<file path="src/rtl/pwm_pkg.sv">
// pwm_pkg: default timing/match constants and the command-to-match clamp helpers
// shared by pwm_servo_multi and its channels.
package pwm_pkg;
  localparam int DEF_PERIOD        = 606;
  localparam int DEF_MIN_MATCH     = 229;
  localparam int DEF_MAX_MATCH     = 371;
  localparam int DEF_DEFAULT_MATCH = 300;
  localparam int DEF_IN_LIMIT      = 200;

  function automatic logic match_ok(input int unsigned data, input int unsigned m,
                                    input int unsigned limit, input int unsigned lo,
                                    input int unsigned hi);
    return data < limit && m >= lo && m <= hi;
  endfunction

  function automatic int unsigned clamp_match(input int unsigned data, input int unsigned m,
                                              input int unsigned limit, input int unsigned lo,
                                              input int unsigned hi, input int unsigned dflt);
    return match_ok(data, m, limit, lo, hi) ? m : dflt;
  endfunction
endpackage

</file>
<file path="src/rtl/pwm_channel.sv">
// pwm_channel: one channel's shadow/active match pair, frame-boundary load and compare.
// With PWM_SLEW_EN defined the load moves active toward shadow by at most SLEW_STEP.
module pwm_channel #(
  parameter int CNT_W         = 10,
  parameter int DEFAULT_MATCH = 300,
  parameter int SLEW_STEP     = 8
) (
  input  logic             clk,
  input  logic             rst_n,
  input  logic             wr,
  input  logic [CNT_W-1:0] wr_val,
  input  logic             load,
  input  logic [CNT_W-1:0] cnt,
  output logic             pwm
);
`ifdef PWM_SLEW_EN
  localparam bit SLEW_EN = 1'b1;
`else
  localparam bit SLEW_EN = 1'b0;
`endif
  // a step wider than any match value makes the slew path a plain copy
  localparam int STEP = SLEW_EN ? SLEW_STEP : (1 << CNT_W);

  logic [CNT_W-1:0] shadow_q, shadow_d, active_q, active_d, next_active;
  logic             pwm_q, pwm_d;
  logic [CNT_W:0]   a, s, st;

  always_comb begin
    a           = {1'b0, active_q};
    s           = {1'b0, shadow_q};
    st          = (CNT_W+1)'(STEP);
    next_active = (s > a + st) ? CNT_W'(a + st) : (a > s + st) ? CNT_W'(a - st) : shadow_q;
    shadow_d    = wr ? wr_val : shadow_q;
    active_d    = load ? next_active : active_q;
    pwm_d       = cnt < active_q;
  end

  always_ff @(posedge clk or negedge rst_n) begin
    if (!rst_n) begin
      shadow_q <= CNT_W'(DEFAULT_MATCH);
      active_q <= CNT_W'(DEFAULT_MATCH);
      pwm_q    <= 1'b0;
    end else begin
      shadow_q <= shadow_d;
      active_q <= active_d;
      pwm_q    <= pwm_d;
    end
  end

  assign pwm = pwm_q;
endmodule

</file>
<file path="src/rtl/pwm_servo_multi.sv">
// pwm_servo_multi: multi-channel servo PWM with a shared frame counter and shadowed
// per-channel match registers. Optional PWM_SLEW_EN enables per-frame slew limiting.
module pwm_servo_multi
  import pwm_pkg::*;
#(
  parameter int NUM_CH        = 4,
  parameter int IN_W          = 8,
  parameter int CNT_W         = 10,
  parameter int PERIOD        = DEF_PERIOD,
  parameter int SCALE_SHIFT   = 1,
  parameter int IN_LIMIT      = DEF_IN_LIMIT,
  parameter int MIN_MATCH     = DEF_MIN_MATCH,
  parameter int MAX_MATCH     = DEF_MAX_MATCH,
  parameter int DEFAULT_MATCH = DEF_DEFAULT_MATCH,
  parameter int SLEW_STEP     = 8,
  localparam int CH_W         = NUM_CH > 1 ? $clog2(NUM_CH) : 1
) (
  input  logic              clk,
  input  logic              rst_n,
  input  logic              cmd_valid,
  output logic              cmd_ready,
  input  logic [CH_W-1:0]   cmd_ch,
  input  logic [IN_W-1:0]   cmd_data,
  output logic [NUM_CH-1:0] pwm_out,
  output logic              frame_start,
  output logic              cmd_err
);
  logic [CNT_W-1:0]  cnt_q, cnt_d, wr_val;
  logic              frame_start_q, frame_start_d, cmd_err_q, cmd_err_d;
  logic              last, accept, ch_ok, data_ok;
  logic [CNT_W:0]    m;
  logic [NUM_CH-1:0] sel, wr;

  always_comb begin
    sel = '0;
    for (int i = 0; i < NUM_CH; i++) sel[i] = cmd_ch == CH_W'(i);
    last          = cnt_q == CNT_W'(PERIOD - 1);
    accept        = cmd_valid && !last;
    ch_ok         = |sel;
    m             = (CNT_W+1)'(cmd_data) << SCALE_SHIFT;
    data_ok       = match_ok(32'(cmd_data), 32'(m), IN_LIMIT, MIN_MATCH, MAX_MATCH);
    wr_val        = CNT_W'(clamp_match(32'(cmd_data), 32'(m), IN_LIMIT, MIN_MATCH, MAX_MATCH,
                                       DEFAULT_MATCH));
    wr            = accept ? sel : '0;
    cnt_d         = last ? '0 : cnt_q + CNT_W'(1);
    frame_start_d = cnt_q == '0;
    cmd_err_d     = accept && !(ch_ok && data_ok);
  end

  always_ff @(posedge clk or negedge rst_n) begin
    if (!rst_n) begin
      cnt_q         <= '0;
      frame_start_q <= 1'b0;
      cmd_err_q     <= 1'b0;
    end else begin
      cnt_q         <= cnt_d;
      frame_start_q <= frame_start_d;
      cmd_err_q     <= cmd_err_d;
    end
  end

  for (genvar c = 0; c < NUM_CH; c++) begin : g_ch
    pwm_channel #(
      .CNT_W        (CNT_W),
      .DEFAULT_MATCH(DEFAULT_MATCH),
      .SLEW_STEP    (SLEW_STEP)
    ) u_ch (
      .clk   (clk),
      .rst_n (rst_n),
      .wr    (wr[c]),
      .wr_val(wr_val),
      .load  (last),
      .cnt   (cnt_q),
      .pwm   (pwm_out[c])
    );
  end

  assign cmd_ready   = !last;
  assign frame_start = frame_start_q;
  assign cmd_err     = cmd_err_q;
endmodule
</file>
<file path="config.mk">
export PLATFORM = sky130hd
export DESIGN_NAME = pwm_servo_multi
export DESIGN_NICKNAME = d
export VERILOG_FILES = /design/src/rtl/pwm_pkg.sv /design/src/rtl/pwm_channel.sv /design/src/rtl/pwm_servo_multi.sv
export SDC_FILE = /design/constraint.sdc
export NUM_CORES = 1
export LEC_CHECK = 0
export ABC_AREA = 1
export CORE_MARGIN = 5
export CORE_UTILIZATION = 40
export DETAILED_ROUTE_END_ITERATION = 12
export REMOVE_ABC_BUFFERS = 1
export SYNTH_ARGS = -nofsm -noshare
export SYNTH_HDL_FRONTEND = slang
export SYNTH_SLANG_ARGS = --single-unit
</file>
<file path="constraint.sdc">
create_clock -name clk -period 1.5 [get_ports clk]
set_input_delay 0.375 -clock clk [delete_from_list [all_inputs] [get_ports clk]]
set_output_delay 0.375 -clock clk [all_outputs]
set_load 0.02 [all_outputs]
</file>
==> results of run 1 <==
-- power groups by stage --
stage | Combinational [mW] | Sequential [mW] | Clock [mW]
after floorplan | 0.130 | 2.41 | 0
after CTS | 0.334 | 2.45 | 1.97
final | 0.365 | 2.47 | 1.98
after global placement | 0.274 | 2.43 | 0
after detailed placement | 0.283 | 2.43 | 0
after global routing | 0.408 | 2.48 | 2.09
-- through the flow --
step / cells / util / power (mW) / hold slack, ns
after floorplan: 448 / - / 2.54 / 0.0794
after global placement: 632 / 0.461 / 2.70 / 0.302
after detailed placement: 632 / 0.461 / 2.71 / 0.304
after CTS: 681 / 0.598 / 4.76 / 0.461
after global routing: 683 / 0.638 / 4.98 / 0.497
final: 683 / 0.638 / 4.81 / 0.458
-- area by class of cell --
| cell class | instances | share of cell area |
|---|---|---|
| Multi-Input combinational cell | 307 | 0.396 |
| Sequential cell | 80 | 0.326 |
| Timing Repair Buffer | 84 | 0.172 |
| Inverter | 63 | 0.0402 |
| Tap cell | 133 | 0.0266 |
| Clock buffer | 10 | 0.0204 |
| Clock inverter | 6 | 0.0186 |
-- layer usage --
layer,share of wire,wire [µm]
met4,0.037,460
met3,0.032,389
met2,0.53,6510
met1,0.40,4980
met5,0,0
-- layout by cell type, fill, tap and decap left out, types with 10 or more instances in the layout --
cell type         n
nand2_1          68
inv_1            52
dfrtp_1          48
a21oi_2          35
nor2_4           33
dfstp_2          32
buf_4            29
nand2_2          26
nor2_1           22
ha_1             18
o21ai_1          14
o21ai_2          12
ha_4             12
buf_6            12
clkdlybuf4s50_1  11
buf_16           10
buf_12           10
-- registers in the layout, indices dropped and copies added (netlist names) --
signal and flops:
g_ch.u_ch.shadow_q 32, cmd_err 1, frame_start 1, g_ch.u_ch.active_q 32
cnt_q 10, g_ch.u_ch.pwm 4
-- critical path: stages, from the launching register on --
cell,delay (ns)
dfrtp_1,0.40
inv_2,0.09
ha_4,0.13
nand2_2,0.04
nor2_1,0.10
nand4_1,0.10
or2_4,0.25
buf_6,0.13
-- cell families after synthesis --
logic type | count (synthesis)
and+or+nand+nor | 196
buffers and inverters | 80
DFF | 80
AOI/OAI and AO/OA | 76
adders and majority gates | 31
xor gates and xnor gates | 2
-- worst max-delay path by stage --
| stage | slack, ns | end | depth (start not counted) | startpoint |
|---|---|---|---|---|
| after floorplan | -1.04 | g_ch[2].u_ch.shadow_q[2] | 9 | cnt_q[1] |
| after global placement | -0.52 | cmd_ready | 7 | cnt_q[1] |
| after detailed placement | -0.54 | cmd_ready | 7 | cnt_q[1] |
| after CTS | -0.42 | cmd_ready | 7 | cnt_q[1] |
| after global routing | -0.52 | cmd_ready | 7 | cnt_q[1] |
| final | -0.47 | cmd_ready | 7 | cnt_q[1] |
-- repair_timing --
item,CTS,global route
endpoints found under the hold margin,17,0
pin swaps,41,34
gates resized for setup,205,95
buffers inserted,19,7
endpoints found under the setup margin,74,79
hold buffers,1,0
cloned,13,0
==> impl_metrics.ini, run 1 <==
[synth]
synthArstFlopShare = 1.00
synth_compound_area_frac = 0.0936
syn_inst = 465
synth-simple-area-share = 0.205
ys_warn_count = 0
synth.distinct_cells = 22
synth_mux_area_frac = 0
synth_seq_area_share = 0.503
synth_area_leader_cell = dfrtp_1
yosys-top-cells-count = nand2_1 (99), inv_1 (63), nor2_1 (60)
synth-seq-cells = 80
ys.flop_type = dfrtp_1
synth_xor_area_frac = 0.00431
synth.cell_area_um2 = 4060
netlist_top_cells_area = dfrtp_1 (30%), dfstp_2 (21%), ha_1 (9.5%), nand2_1 (9.1%), a21oi_1 (5.9%)
avgSynthCellArea_um2 = 8.74
synth_top_family_by_area = simple AND/OR/NAND/NOR gates
synthAdderAreaFrac = 0.0955
synth_top_cell_area_share = 0.296
synth_edf_count = 0
yosysMostFrequentCell = nand2_1

[power]
ir_drop_mv = 0.511
p_sw_mw = 1.20
pwr-share-comb = 0.076
clockPowerShare = 0.411
seqPwrFrac = 0.513
p_int_mw = 3.61
power.density_nw_per_um2 = 769
p_sw_frac = 0.250
power.leakage_nw = 2.80

[sta]
worst_pin_slew_ns = 0.563
tns_ns = -19.01
fmax_mhz = 507
setup_viol = 75
layout_min_cycle_time_ns = 1.97
period_share = 1.31
slew_headroom = 0.624
finClkSkew_ns = 0.00802
final-hold-violation-count = 0
finalWorstSetupSlack_ns = -0.472
slew_viol_final = 0
rsz0062_at_grt = yes

[place]
place_area_um2 = 4530
pre_cts_ws_ns = -0.539
dp_hpwl_um = 6360
gp_congestion = 0.765
io_buffer_count = 19

[grt]
overflow = 0
grt_pass1_vias = 3715
track_usage = 0.196
grt_busiest_layer = met2
met1_usage = 0.230
grt_max_degree = 35
use_met2 = 0.341
use_met3 = 0.0388
grt_pass1_wl_um = 19100
antenna_found_initial = 0

[routing]
vias = 3526
firstDrtPassIters = 4
routedWlPerCell_um = 18.1
final_antenna_net_count = 0
avgViaCountPerCell = 5.16
initialDrtViolationCount = 188
routed_wl_um = 12300
drc_errors = 0

[clock_network]
clock_path_buffers = 2
clockRootBuffer = clkbuf_8
clkSinkCount = 80
tritoncts = built
cts.clk_slew.worst_paths_ns = 0.09
cts_buffers = 9
htreeDepth = 3
clkLatencyLatePin_ns = 0.36

[cells_and_area]
n_antenna_cell = 0
fin_nets = 589
drive_above_1_share = 0.502
register_area_um2 = 2040
nFillCells = 763
multi_input_area_um2 = 2480
final_area_um2 = 6260
area_delta_synth_final_pct = 54.1

[die]
chipHeight_um = 111
num_rows = 36
start_util = 0.414
die_w_um = 111
boundaryPins = 20
dieArea_um2 = 12300
core_area_um2 = 9820

[setup_path]
r2r-end = g_ch[1].u_ch.shadow_q[5]
arrival_ns = 1.60
cp-start-kind = flip-flop
cp_max_fo = 2
reg2regPathDepth = 14
cp.required_ns = 1.12
reg2reg_from = cnt_q[1]
worstSetupPathType = flip-flop to output pin
rrSetupSlack_ns = -0.36
end_kind = output pin

[outcome]
violations = negative setup slack
status = finished, violations left

[flow_run]
drv_cap = 0

[min_path]
hold_class = primary input to asynchronous set/reset pin
Note: power is estimated with default switching activity, not from simulation.
==> inputs of run 2 (changes only) <==
Settings changed: TNS_END_PERCENT from default to 20.
==> run 2 against run 1 <==
  * Sequential power shrank 2%
  * Critical path depth unchanged
  * Register-to-register slack improved by 0.14 ns
  * Total power is 2.3% lower
  * Critical path type unchanged
  * Largest power group unchanged
  * The flow still finishes with violations (negative setup slack)
  * Routed wire length fell by 18%
  * Via count decreased by 7.5%
  * Final cell count is 1.9% lower
  * Critical endpoint unchanged
  * Clock-buffer cell count unchanged
  * Cell area fell by 12%
  * Die area did not move
  * Sequential share of layout area is 4.4 points higher
  * First-iteration DRC count is 2.1% lower
==> impl_metrics.ini, run 2 (synthesis results as in run 1) <==
[cells_and_area]
layout_common_cells = nand2_1 (78), inv_1 (59), dfrtp_1 (48), nor2_1 (36), dfstp_2 (32)
nFillCells = 875
reg_top3 = g_ch.u_ch.active_q: 32 flops, g_ch.u_ch.shadow_q: 32 flops, cnt_q: 10 flops
final_common_cell = nand2_1
area_delta_synth_final_pct = 35.8
n_antenna_cell = 0
drive_above_1_share = 0.356
fin_nets = 576

[sta]
period_share = 1.29
final-hold-violation-count = 0
rsz0062_at_grt = yes
tns_ns = -11.95
worst_pin_slew_ns = 0.513
layout_min_cycle_time_ns = 1.94
setup_viol = 77
slew_headroom = 0.657
finClkSkew_ns = 0.00556
slew_viol_final = 0
fmax_mhz = 516
finalWorstSetupSlack_ns = -0.439

[clock_network]
htreeDepth = 3
cts_buffers = 9
cts.clk_slew.worst_paths_ns = 0.08
tritoncts = built
clock_path_buffers = 2
clkSinkCount = 80
clkLatencyLatePin_ns = 0.34
clockRootBuffer = clkbuf_8

[setup_path]
end_kind = output pin
arrival_ns = 1.56
critical-path-top-delay-family = simple AND/OR/NAND/NOR gates
worstSetupPathType = flip-flop to output pin
cp_num_buf_inv = 2
worst_path_max_delay_cell = dfrtp_1
cp-start-kind = flip-flop
path_cells = inv_2 -> ha_4 -> nand2_2 -> nor2_1 -> nand4_1 -> or2_4 -> buf_6
cp_max_fo = 2
cpPeakStageDelay_ns = 0.40
cp.required_ns = 1.12

[routing]
final_antenna_net_count = 0
initialDrtViolationCount = 184
avgViaCountPerCell = 4.87
firstDrtPassIters = 4
routed_wl_um = 10200
vias = 3263
drc_errors = 0
routedWlPerCell_um = 15.2

[power]
ir_drop_mv = 0.545
power.density_nw_per_um2 = 852
power.leakage_nw = 2.62
total_power_mw = 4.70

[outcome]
status = finished, violations left
violations = negative setup slack

[grt]
grt_pass1_wl_um = 16100
antenna_found_initial = 0
overflow = 0
grt_pass1_vias = 3265
track_usage = 0.161
grt_max_degree = 35

[die]
boundaryPins = 20
dieArea_um2 = 12300
chipHeight_um = 111
core_area_um2 = 9820
num_rows = 36
die_w_um = 111
start_util = 0.414

[min_path]
hold_class = flip-flop to flip-flop

[flow_run]
drv_cap = 0

[place]
gp_congestion = 0.765
dp_hpwl_um = 6360
io_buffer_count = 19
==> run 2: where the power goes <==
part	internal, mW	switching, mW	total (mW)	leakage (nW)
combinational	0.150	0.189	0.339	1.52
clock	1.12	0.815	1.93	0.121
sequential	2.32	0.104	2.43	0.981
total	3.59	1.11	4.70	2.62
==> run 2: layout make-up <==
| class | instances | area, µm² | area share |
|---|---|---|---|
| inverters | 63 | 236 | 0.0429 |
| clock inverters | 6 | 116 | 0.0211 |
| flip-flops and latches | 80 | 2040 | 0.370 |
| well taps | 133 | 166 | 0.0302 |
| multi-input cells | 307 | 2030 | 0.368 |
| repair buffers | 71 | 800 | 0.145 |
| clock buffers | 10 | 128 | 0.0231 |
==> run 2: worst paths after layout <==
path	from	endpoint	slack (ns)	depth (start not counted)
min in group asynchronous	rst_n	cnt_q[3]	0.47	2
worst min register to register	g_ch[2].u_ch.shadow_q[2]	g_ch[2].u_ch.shadow_q[2]	0.46	2
worst max-delay path	cnt_q[1]	cmd_ready	-0.44	7
worst max register to register	cnt_q[1]	g_ch[2].u_ch.active_q[3]	-0.22	11
max in group asynchronous	rst_n	g_ch[3].u_ch.shadow_q[3]	0.47	3
worst min-delay path	g_ch[2].u_ch.shadow_q[2]	g_ch[2].u_ch.shadow_q[2]	0.46	2
==> run 2: stage by stage <==
| stage | hold slack, ns | worst slack (ns) | util | instance area, µm² | std cells |
|---|---|---|---|---|---|
| final | 0.465 | -0.439 | 0.562 | 5520 | 670 |
| after global placement | 0.302 | -0.518 | 0.461 | 4530 | 632 |
| after floorplan | 0.0794 | -1.04 | - | 3900 | 448 |
| after global routing | 0.489 | -0.522 | 0.562 | 5520 | 670 |
| after detailed placement | 0.304 | -0.539 | 0.461 | 4530 | 632 |
| after CTS | 0.461 | -0.424 | 0.532 | 5220 | 668 |
==> run 2: timing repair <==
action,4_1_cts,5_1_grt
gates resized for setup,83,86
setup buffers,15,1
endpoints found under the hold margin,17,0
setup endpoints to repair,74,79
cloned,4,3
hold buffers,1,0
pin swaps,16,15
==> run 2: tightest hold or removal path: cells and delay by family, from the launching register on <==
kind / cells / cell delay (ns)
AND/OR/NAND/NOR: 2 / 0.09
flip-flops: 1 / 0.37
==> run 2: routing by layer <==
metal	track usage	part of all wire	vias up
met4	0.0542	0.018	0
li1	-	-	1628
met3	0.0311	0.039	16
met1	0.205	0.44	1547
met2	0.276	0.50	72
met5	0	0	-
